[src/rtl/count_sequencer.sv]
// count_sequencer: command-driven load/run controller for an external loadable counter.
// Optional build macro SEQ_TIMEOUT_EN adds a RUN-phase watchdog with a sticky err flag.
`default_nettype none

module count_sequencer #(
  parameter int         WIDTH       = 8,
  parameter logic [2:0] LOAD_CODE   = 3'd1,
  parameter int         TIMEOUT_CYC = 300
) (
  input  logic             clk,
  input  logic             rst_n,
  input  logic             cmd_valid,
  output logic             cmd_ready,
  input  logic [WIDTH-1:0] cmd_start,
  input  logic [WIDTH-1:0] cmd_end,
  input  logic             abort,
  input  logic [WIDTH-1:0] cnt,
  output logic             ena,
  output logic [2:0]       load,
  output logic [WIDTH-1:0] data,
  output logic             busy,
  output logic             done,
  output logic             err
);

  typedef enum logic [1:0] {
    S_IDLE = 2'd0,
    S_LOAD = 2'd1,
    S_RUN  = 2'd2,
    S_DONE = 2'd3
  } state_t;

  state_t           state;
  state_t           state_nxt;
  logic [WIDTH-1:0] data_r;
  logic [WIDTH-1:0] end_r;
  logic [2:0]       load_r;
  logic             busy_r;
  logic             done_r;
  logic             accept;
  logic             at_end;
  logic             timeout_hit;

  // abort wins over a handshake presented on the same edge
  assign accept    = (state == S_IDLE) && cmd_valid && !abort;
  assign at_end    = (cnt == end_r);
  assign cmd_ready = (state == S_IDLE);

`ifdef SEQ_TIMEOUT_EN
  localparam int TW = $clog2(TIMEOUT_CYC + 1);

  logic [TW-1:0] run_cyc;
  logic          err_r;

  assign timeout_hit = (state == S_RUN) && !at_end && (run_cyc == TW'(TIMEOUT_CYC - 1));
  assign err         = err_r;

  always_ff @(posedge clk or negedge rst_n) begin
    if (!rst_n) begin
      run_cyc <= '0;
      err_r   <= 1'b0;
    end else begin
      if (state != S_RUN) begin
        run_cyc <= '0;
      end else begin
        run_cyc <= run_cyc + 1'b1;
      end
      if (accept) begin
        err_r <= 1'b0;
      end else if (timeout_hit) begin
        err_r <= 1'b1;
      end
    end
  end
`else
  assign timeout_hit = 1'b0;
  assign err         = 1'b0;
`endif

  always_comb begin
    state_nxt = state;
    case (state)
      S_IDLE: if (accept) state_nxt = S_LOAD;
      S_LOAD: state_nxt = abort ? S_IDLE : S_RUN;
      S_RUN: begin
        if (abort || timeout_hit) begin
          state_nxt = S_IDLE;
        end else if (at_end) begin
          state_nxt = S_DONE;
        end
      end
      S_DONE:  state_nxt = S_IDLE;
      default: state_nxt = S_IDLE;
    endcase
  end

  // enable is combinational so the counter stops exactly on end_r and abort cuts it at once
  always_comb begin
    ena = 1'b0;
    if (!abort) begin
      case (state)
        S_LOAD:  ena = 1'b1;
        S_RUN:   ena = !at_end && !timeout_hit;
        default: ena = 1'b0;
      endcase
    end
  end

  assign load = abort ? 3'd0 : load_r;
  assign data = data_r;
  assign busy = busy_r;
  assign done = done_r;

  always_ff @(posedge clk or negedge rst_n) begin
    if (!rst_n) begin
      state  <= S_IDLE;
      data_r <= '0;
      end_r  <= '0;
      load_r <= 3'd0;
      busy_r <= 1'b0;
      done_r <= 1'b0;
    end else begin
      state <= state_nxt;
      if (accept) begin
        data_r <= cmd_start;
        end_r  <= cmd_end;
      end
      load_r <= (state_nxt == S_LOAD) ? LOAD_CODE : 3'd0;
      busy_r <= (state_nxt == S_LOAD) || (state_nxt == S_RUN);
      done_r <= (state_nxt == S_DONE);
    end
  end

endmodule

`default_nettype wire

[config.mk]
export PLATFORM = sky130hd
export DESIGN_NAME = count_sequencer
export DESIGN_NICKNAME = d
export VERILOG_FILES = /design/src/rtl/count_sequencer.sv
export SDC_FILE = /design/constraint.sdc
export NUM_CORES = 1
export LEC_CHECK = 0
export CAP_MARGIN = 40
export CORE_UTILIZATION = 44
export DETAILED_ROUTE_END_ITERATION = 7
export GPL_TIMING_DRIVEN = 1
export MAX_ROUTING_LAYER = met4
export PLACE_DENSITY = 0.83
export SLEW_MARGIN = 20
export SYNTH_ARGS = -nofsm -noshare
export SYNTH_HDL_FRONTEND = slang
export SYNTH_SLANG_ARGS = --single-unit
[constraint.sdc]
create_clock -name clk -period 3.8 [get_ports clk]
set_clock_uncertainty 0.05 [all_clocks]
set_input_delay 0.76 -clock clk [delete_from_list [all_inputs] [get_ports clk]]
set_output_delay 0.76 -clock clk [all_outputs]
set_load 0.01 [all_outputs]
==> key figures, run 1 <==
Critical path
  – Setup crit end kind: primary output
  – Launch point of the worst reg-to-reg path: state[0]
  – Cell class contributing the biggest share of worst-path delay: buffers and inverters
  – Slack of the worst reg-to-reg path: 1910 ps
  – Cell-by-cell listing of the critical path: clkdlybuf4s50_1 > xnor2_1 > nand4_1 > nor2_1 > o21ai_0 > clkdlybuf4s50_1
  – CP Max Fanout: 4
  – Worst path arrival time: 2350 ps
  – Slowest stage delay, CP: 480 ps
  – Required time of the critical path: 2990 ps
  – Kind of launch point of the worst setup path: input port
  – Top cell by count, worst path: clkdlybuf4s50_1
  – Startpoint of the worst setup timing path: cnt[4]
  – Crit path buf inv count: 2
  – Crit-path slowest cell: clkdlybuf4s50_1
  – Critical Setup Path Class: input port to primary output

Detailed routing
  – Via density: 4.91
  – Via Count: 732
  – DRT antenna net count: 0
  – First DRT Iteration DRCs: 8
  – First-pass detailed-route iteration total: 4
  – Final routed DRC violation total: 0
  – Routed Wire Length: 1860 µm
  – Routed length per instance: 12.5 µm

GRT
  – Number of antenna violations at the first check in global routing: 0
  – Overall fraction of global-route tracks in use: 17.7%
  – Wire length of the first global-routing pass: 3200 µm
  – Vias in the first global route: 756
  – Maximum number of pins on one net before global-route repair: 19
  – GRT overflow: 0

Floorplan
  – Total I/O pin count: 44
  – Row Count: 17
  – Initial core utilization: 46.3%
  – Horizontal die dimension: 50.2 µm
  – Die Ht: 50.2 µm
  – Std-Cell Core Area: 2210 µm²
  – DIE AREA: 2520 µm²

Finish
  – Final instance area: 1480 µm²
  – Number of fill cells in the layout: 174
  – Share of final-layout standard cells stronger than drive strength 1: 19.0%
  – Antenna Diode Count: 0
  – Post-Route Utilization: 66.7%
  – Final Net Count: 156
  – Post-synthesis to final-layout area growth: 44.1%

Power and ir drop
  – Power share of the clock group: 10.7%
  – Reg power frac: 41.7%
  – Total power density per cell area: 631 nW/µm²
  – Internal cell power: 0.639 mW
  – Switching part of the total power: 31.3%
  – Comb power frac: 47.6%
  – Sw power: 0.291 mW
  – Maximum vdd drop: 0.359 mV
  – Leakage: 0.635 nW

Clock network
  – CTS Root Cell: clkbuf_4
  – Setup Buffers After CTS: 0
  – PostCTS Resize Cnt: 0
  – Buffer depth of the longest clock path: 2
  – Worst skew pair latency: 290 ps
  – Clk slew on worst S/H paths: 110 ps
  – Total CTS buffers: 3
  – CTS H-tree lvls: 1
  – Clock sink count: 21
  – CTS Hold Bufs: 0
  – Clock tree from TritonCTS: yes

Placement
  – HPWL after detailed placement: 1550 µm
  – Gp weighted congestion: 0.798
  – Number of port buffers: 40
  – Placed instance area: 1450 µm²

Logic synthesis
  – Largest family of logic cells by synthesized area: multiplexers
  – Mux contribution to synthesized area: 17.6%
  – Ranking of synthesized cells by instance count: 21 x dfrtp_1, 16 x mux2_2, 8 x xnor2_1
  – Simple-Gate Fraction of Synth Area: 6.60%
  – Syn avg cell area: 13.1 µm²
  – Distinct cell type count after synthesis: 20
  – Top-count cell post-synth: dfrtp_1
  – Yosys top cell by area: dfrtp_1
  – Post-synth EDFFs: 0
  – Synthesis-stage register bit count: 21
  – Count of mapped cells out of synthesis: 78
  – Most used DFF post-synth: dfrtp_1
  – Share of the synthesized area in compound gates (AO/OA/AOI/OAI): 5.13%
  – Warnings, synthesis: 0
  – Fraction of synthesis flops using an asynchronous set or reset pin: 100%
  – Xor and xnor area share after synthesis: 6.85%
  – Largest cells by area after synthesis: dfrtp_1 51%, mux2_2 18%, ha_1 7.3%
  – Post-Synth Adder-Cell Area: 7.33%
  – Proportion of netlist area held by the largest area contributor: 51.3%
  – Sequential cell area fraction in the yosys report: 51.3%
  – Cell area after synthesis: 1020 µm²

Run
  – Max Cap Violations: 0

Timing
  – Hold violation total from the final report: 0
  – Timing-limited maximum frequency: 0.316 GHz
  – Setup repair after global routing missed its margin: false
  – Number of max-slew violations in the final report: 0
  – Clock period minus worst slack: 3160 ps
  – Number of endpoints failing setup at the final stage: 0
  – Setup TNS: 0 ps
  – Fin crit share: 83.2%

Status
  – Result of the run: finished, final reports clean

Min path
  – Worst min-delay path startpoint: data[3]
  – Class of the most critical hold timing path: register to register
==> sequential cells by signal, indices dropped and copies added (netlist names) <==
signal,cells
done,1
load_r,1
busy,1
end_r,8
data,8
state,2
==> worst paths after layout <==
path | end | cells after the start
max | ena | 6
min | data[3] | 1
max reg2reg | busy | 7
min reg2reg | data[3] | 1
max in group asynchronous | end_r[4] | 2
min in group asynchronous | data[6] | 1
==> worst reg2reg max path, stage by stage (launching register included) <==
cell and delay, ps:
dfrtp_1 410, inv_1 140, ha_1 230, nand3b_4 240, a31oi_1 250, o31a_1 220
ha_1 240, inv_1 50
==> metal layers <==
| metal | wire, µm | vias to the layer above | share of wire (%) | GRT usage (%) |
|---|---|---|---|---|
| met1 | 757 | 344 | 41 | 21.4 |
| met5 | 0 | - | 0 | - |
| met2 | 972 | 33 | 52 | 28.7 |
| li1 | - | 349 | - | - |
| met3 | 85 | 6 | 4.6 | 1.82 |
| met4 | 49 | 0 | 2.6 | 10.5 |
==> power by group through the flow <==
stage	clock network (mW)	logic, mW	registers, mW
after global placement	0	0.428	0.389
after floorplan	0	0.230	0.409
after global routing	0.114	0.483	0.401
final	0.0995	0.443	0.388
after detailed placement	0	0.446	0.395
after CTS	0.105	0.449	0.390
==> logic make-up (layout without fill, tap and decap cells) <==
logic type,Yosys count,after routing
and+or+nand+nor,10,10
adders and majority gates,6,6
DFF,21,21
muxes,16,16
other,1,3
AOI/OAI and AO/OA,8,8
xor gates and xnor gates,8,8
buffers and inverters,8,49
==> cell usage in the layout (no fill, tap or decap), types with 2 or more instances in the layout <==
cell type        netlist  final
clkbuf_4               0      3
ha_1                   6      6
a21oi_1                2      2
xnor2_1                8      8
and2b_1                2      2
inv_1                  4      4
nor2_1                 2      2
mux2_2                16     16
dfrtp_1               21     21
clkdlybuf4s50_1        0     40
nand2_1                2      2
conb_1                 1      3
nand4_1                2      2
a31oi_1                2      2
==> through the flow <==
step	cells	setup slack (ps)	total power, mW	hold WS, ps
after detailed placement	145	666	0.840	447
final	149	638	0.931	468
after global routing	149	531	0.998	492
after CTS	149	664	0.944	472
after global placement	144	691	0.817	436
after floorplan	80	1650	0.639	414
==> final cells by class <==
| cell class | instances | area, µm² | area share, % |
|---|---|---|---|
| clock buffers | 3 | 22.5 | 1.53 |
| clock inverters | 1 | 5.00 | 0.339 |
| inverters | 4 | 15.0 | 1.02 |
| multi-input cells | 51 | 457 | 31.0 |
| flip-flops and latches | 21 | 526 | 35.6 |
| well taps | 28 | 35.0 | 2.37 |
| repair buffers | 41 | 415 | 28.2 |
Note: power is estimated with default switching activity, not from simulation.
==> run 2, diff against run 1 <==
CORE_UTILIZATION = 41   (was 44)
PLACE_DENSITY = 0.78   (was 0.83)
clock period = 3.25 ns   (was 3.8 ns; I/O delays follow)
==> run 2 against run 1 <==
  * Via count fell by 2.3%
  * Non-clock buffer count unchanged
  * Setup slack got worse by 330 ps
  * Largest power group unchanged
  * Utilization shrank 2.1 points
  * Register-to-register slack worse by 550 ps
  * Critical endpoint unchanged
  * Sequential share of layout area up 0.12 points
  * Global-route usage is 1.4 points lower
  * Highest routed layer unchanged
  * Sequential cell count stayed put
==> key figures, run 2 (synthesis results as in run 1) <==
Timing
  – Fin crit share: 90.4%
  – Number of max-slew violations in the final report: 0 (unchanged)
  – Number of endpoints failing setup at the final stage: 0 (unchanged)
  – Hold violation total from the final report: 0 (unchanged)
  – Crit path setup slack, layout: 311 ps (-328 ps)
  – Tightest slew margin relative to the limit: 64.5%
  – Timing-limited maximum frequency: 0.340 GHz
  – Actual transition at the worst max-transition pin: 531 ps
  – Setup TNS: 0 ps (unchanged)
  – Setup repair after global routing missed its margin: false
  – Clock period minus worst slack: 2940 ps
  – Tightest hold margin: 464 ps (-4.00 ps)

Run
  – Max Cap Violations: 0 (unchanged)

Floorplan
  – Std-Cell Core Area: 2280 µm² (+2.9%)
  – Horizontal die dimension: 52.0 µm (+3.4%)
  – Row Count: 17 (unchanged)
  – Die Ht: 52.0 µm (+3.4%)
  – DIE AREA: 2700 µm² (+7.0%)
  – Initial core utilization: 45.0% (-1.3 points)
  – Total I/O pin count: 44 (unchanged)

GRT
  – Maximum number of pins on one net before global-route repair: 19 (unchanged)
  – Number of antenna violations at the first check in global routing: 0 (unchanged)
  – GRT overflow: 0 (unchanged)
  – Wire length of the first global-routing pass: 3060 µm (-4.5%)
  – Vias in the first global route: 773 (+2.2%)
  – Overall fraction of global-route tracks in use: 16.4% (-1.4 points)

Detailed routing
  – First-pass detailed-route iteration total: 4 (unchanged)
  – Via density: 4.80 (-2.3%)
  – First DRT Iteration DRCs: 9 (+1)
  – Final routed DRC violation total: 0 (unchanged)
  – DRT antenna net count: 0 (unchanged)
  – Routed Wire Length: 1810 µm (-2.7%)
  – Routed length per instance: 12.2 µm (-2.7%)
  – Via Count: 715 (-2.3%)

Power and ir drop
  – Leakage: 0.631 nW (-0.65%)
  – Total power density per cell area: 737 nW/µm² (+17%)
  – Maximum vdd drop: 0.443 mV (+23%)

Critical path
  – Top cell by count, worst path: clkdlybuf4s50_1
  – Critical Setup Path Class: input port to primary output
  – CP Max Fanout: 4 (unchanged)
  – Slowest stage delay, CP: 480 ps (about the same)
  – Setup crit end kind: primary output
  – Cell-by-cell listing of the critical path: clkdlybuf4s50_1 > xnor2_1 > nand4_1 > nor2_1 > o21ai_0 > clkdlybuf4s50_1
  – Kind of launch point of the worst setup path: input port
  – Worst path arrival time: 2240 ps (-110 ps)
  – Crit-path slowest cell: clkdlybuf4s50_1
  – Required time of the critical path: 2550 ps (-440 ps)

Finish
  – Final instance area: 1470 µm² (-0.34%)
  – Commonest cells after routing, fill and taps aside: 40 x clkdlybuf4s50_1, 21 x dfrtp_1, 16 x mux2_2, 8 x xnor2_1, 6 x ha_1
  – Post-Route Utilization: 64.6% (-2.1 points)
  – Final Net Count: 156 (unchanged)
  – Most common cell after layout, fill and taps aside: clkdlybuf4s50_1
  – Antenna Diode Count: 0 (unchanged)
  – Share of final-layout standard cells stronger than drive strength 1: 18.2% (-0.83 points)
  – Post-synthesis to final-layout area growth: 43.6%

Clock network
  – Worst skew pair latency: 300 ps (about the same)
  – CTS H-tree lvls: 1 (unchanged)
  – Clk slew on worst S/H paths: 110 ps (about the same)
  – Clock tree from TritonCTS: yes
  – Buffer depth of the longest clock path: 2 (unchanged)
  – PostCTS Resize Cnt: 0 (unchanged)
  – Total CTS buffers: 3 (unchanged)
  – CTS Root Cell: clkbuf_4
  – Clock sink count: 21 (unchanged)
  – Setup Buffers After CTS: 0 (unchanged)
  – CTS Hold Bufs: 0 (unchanged)

Placement
  – Worst slack at placement: 326 ps (-340 ps)
  – Gp weighted congestion: 0.826 (+3.5%)
  – Placed instance area: 1440 µm² (-0.26%)
  – HPWL after detailed placement: 1470 µm (-5.0%)
  – Number of port buffers: 40 (unchanged)

Min path
  – Class of the most critical hold timing path: register to register

Status
  – Result of the run: finished, final reports clean
-- run 2: changes by cell type in the layout (fill, tap and decap cells not counted), sizes merged --
cell / before / now
clkinv: 1 / 0
clkbuf: 3 / 4
-- run 2: area by class of cell --
cell class              instances  area, µm²
repair buffers                 41        412
clock buffers                   4       26.3
fillers                       185        806
inverters                       4       15.0
flip-flops and latches         21        526
well taps                      28       35.0
multi-input cells              51        457
-- run 2: per-layer routing --
layer | GRT usage [%] | vias up | part of all wire [%]
met5 | - | - | 0
met4 | 8.11 | 0 | 1.4
met3 | 2.63 | 4 | 5.0
met2 | 28.2 | 27 | 53
met1 | 18.2 | 338 | 41
li1 | - | 346 | -
-- run 2: worst max-delay path: cells and delay by family --
family	cells	cell delay, ps
xor gates and xnor gates	1	130
AOI/OAI and AO/OA	1	130
buffers and inverters	2	960
and+or+nand+nor	2	360
-- run 2: final timing paths --
check	start	to	slack, ps	cells past startpoint
worst min-delay path	data[5]	data[5]	460	1
worst max register to register	state[0]	busy	1360	7
max in group asynchronous	rst_n	state[1]	2040	2
min in group asynchronous	rst_n	data[1]	640	1
worst min register to register	data[5]	data[5]	460	1
worst max-delay path	cnt[1]	ena	310	6
-- run 2: stage by stage --
step,power [mW],instances
5_1_grt,1.17,149
4_1_cts,1.10,149
3_3_place_gp,0.958,144
3_5_place_dp,0.976,145
2_1_floorplan,0.747,80
6_report,1.08,149
-- run 2: where the power goes --
part           internal (mW)  switching [mW]  leakage [nW]  total (mW)
sequential             0.385          0.0687         0.254       0.454
combinational          0.314           0.194         0.362       0.508
clock                 0.0477          0.0740        0.0150       0.122
==> run 3, diff against run 2 <==
CELL_PAD_IN_SITES_DETAIL_PLACEMENT = 0   (was default)
CELL_PAD_IN_SITES_GLOBAL_PLACEMENT = 1   (was default)
CORE_UTILIZATION = 32   (was 41)
PLACE_DENSITY = default   (was 0.78)
PLACE_DENSITY_LB_ADDON = 0.1   (was default)
==> run 3 against run 2 <==
  * Fmax grew 1.2%
  * Die area grew 27%
  * Register-to-register slack is essentially flat
  * Power shrank 0.26%
  * Worst hold slack gained 3.1 ps
  * Cell area grew 1.6%
  * Routed wire length shrank 1.5%
  * Critical endpoint unchanged
  * Largest power group unchanged
==> key figures, run 3 (synthesis results as in run 1) <==
Power and ir drop
  – Power after layout: 1.08 mW (-0.26%)
  – Leakage: 0.632 nW (+0.22%)
  – Maximum vdd drop: 0.273 mV (-38%)
  – Total power density per cell area: 724 nW/µm² (-1.9%)

GRT
  – Number of antenna violations at the first check in global routing: 0 (unchanged)
  – GRT overflow: 0 (unchanged)
  – Maximum number of pins on one net before global-route repair: 19 (unchanged)
  – Overall fraction of global-route tracks in use: 13.2% (-3.2 points)
  – Vias in the first global route: 760 (-1.7%)
  – Wire length of the first global-routing pass: 3240 µm (+5.9%)

Status
  – Result of the run: finished, final reports clean

Floorplan
  – DIE AREA: 3430 µm² (+27%)
  – Initial core utilization: 33.5% (-11 points)
  – Die Ht: 58.6 µm (+13%)
  – Row Count: 20 (+3)
  – Horizontal die dimension: 58.6 µm (+13%)
  – Std-Cell Core Area: 3050 µm² (+34%)
  – Total I/O pin count: 44 (unchanged)

Timing
  – Number of endpoints failing setup at the final stage: 0 (unchanged)
  – Hold violation total from the final report: 0 (unchanged)
  – Tightest hold margin: 467 ps (+3.08 ps)
  – Setup TNS: 0 ps (unchanged)
  – Number of max-slew violations in the final report: 0 (unchanged)
  – Clock period minus worst slack: 2900 ps (-34.6 ps)
  – Setup repair after global routing missed its margin: false
  – Timing-limited maximum frequency: 0.344 GHz (+1.2%)
  – Fin crit share: 89.4% (-1.1 points)

Critical path
  – Crit-path slowest cell: clkdlybuf4s50_1
  – Cell-by-cell listing of the critical path: clkdlybuf4s50_1 > xnor2_1 > nand4_1 > nor2_1 > o21ai_0 > clkdlybuf4s50_1
  – Cell class contributing the biggest share of worst-path delay: buffers and inverters
  – Setup crit end kind: primary output
  – Slowest stage delay, CP: 480 ps (about the same)
  – Worst path arrival time: 2200 ps (-40 ps)
  – Top cell by count, worst path: clkdlybuf4s50_1
  – Kind of launch point of the worst setup path: input port
  – Critical Setup Path Class: input port to primary output
  – Required time of the critical path: 2550 ps (about the same)
  – CP Max Fanout: 4 (unchanged)
  – Crit path buf inv count: 2 (unchanged)

Detailed routing
  – Via Count: 721 (+0.84%)
  – First-pass detailed-route iteration total: 4 (unchanged)
  – DRT antenna net count: 0 (unchanged)
  – Routed length per instance: 10.8 µm (-11%)
  – First DRT Iteration DRCs: 4 (-5)
  – Via density: 4.37 (-8.9%)
  – Final routed DRC violation total: 0 (unchanged)
  – Routed Wire Length: 1790 µm (-1.5%)

Clock network
  – Buffer depth of the longest clock path: 2 (unchanged)
  – PostCTS Resize Cnt: 0 (unchanged)
  – Total CTS buffers: 3 (unchanged)
  – Clk slew on worst S/H paths: 100 ps (about the same)
  – CTS Hold Bufs: 0 (unchanged)
  – CTS Root Cell: clkbuf_4
  – CTS H-tree lvls: 1 (unchanged)
  – Clock sink count: 21 (unchanged)
  – Setup Buffers After CTS: 0 (unchanged)
  – Worst skew pair latency: 290 ps (about the same)
  – Clock tree from TritonCTS: yes

Min path
  – Class of the most critical hold timing path: register to register

Placement
  – Number of port buffers: 40 (unchanged)
  – HPWL after detailed placement: 1410 µm (-4.4%)
  – Gp weighted congestion: 0.704 (-15%)

Finish
  – Share of final-layout standard cells stronger than drive strength 1: 18.2% (unchanged)
  – Final Net Count: 156 (unchanged)
  – Post-synthesis to final-layout area growth: 46.0%
  – Number of fill cells in the layout: 301 (+63%)
  – Most common cell after layout, fill and taps aside: clkdlybuf4s50_1
  – Antenna Diode Count: 0 (unchanged)
  – Commonest cells after routing, fill and taps aside: 40 x clkdlybuf4s50_1, 21 x dfrtp_1, 16 x mux2_2, 8 x xnor2_1, 6 x ha_1

Run
  – Max Cap Violations: 0 (unchanged)
-- run 3: layer usage --
metal	global-route usage, %	vias up	part of all wire [%]
li1	-	346	-
met1	14.9	352	43
met2	21.8	21	51
met3	2.86	2	4.4
met4	7.14	0	0.84
met5	-	-	0
-- run 3: layout make-up --
type | instances | area (µm²) | share of cell area, %
sequential | 21 | 526 | 35.2
multi-input combinational | 51 | 457 | 30.6
timing repair buffer | 41 | 415 | 27.8
tap | 44 | 55.1 | 3.69
clock buffer | 4 | 26.3 | 1.76
inverter | 4 | 15.0 | 1.01
-- run 3: through the flow --
stage / area, µm² / instances / utilization (%) / worst slack [ps]
CTS: 1490 / 165 / 48.9 / 324
global route: 1490 / 165 / 48.9 / 187
detailed placement: 1470 / 161 / 48.1 / 323
finish: 1490 / 165 / 48.9 / 345
floorplan: 1030 / 80 / - / 1320
global placement: 1450 / 160 / 47.6 / 331
-- run 3: final timing paths --
kind | from | to | slack [ps] | depth (start not counted)
setup / recovery | cnt[0] | ena | 350 | 6
hold / removal | data[5] | data[5] | 470 | 1
setup reg to reg | state[0] | busy | 1370 | 8
hold reg to reg | data[5] | data[5] | 470 | 1
max in group asynchronous | rst_n | end_r[5] | 2110 | 2
min in group asynchronous | rst_n | state[0] | 610 | 1
-- run 3: where the power goes --
| part | internal [mW] | leakage (nW) | switching (mW) |
|---|---|---|---|
| logic | 0.315 | 0.364 | 0.194 |
| clock network | 0.0477 | 0.0150 | 0.0711 |
| registers | 0.385 | 0.254 | 0.0678 |
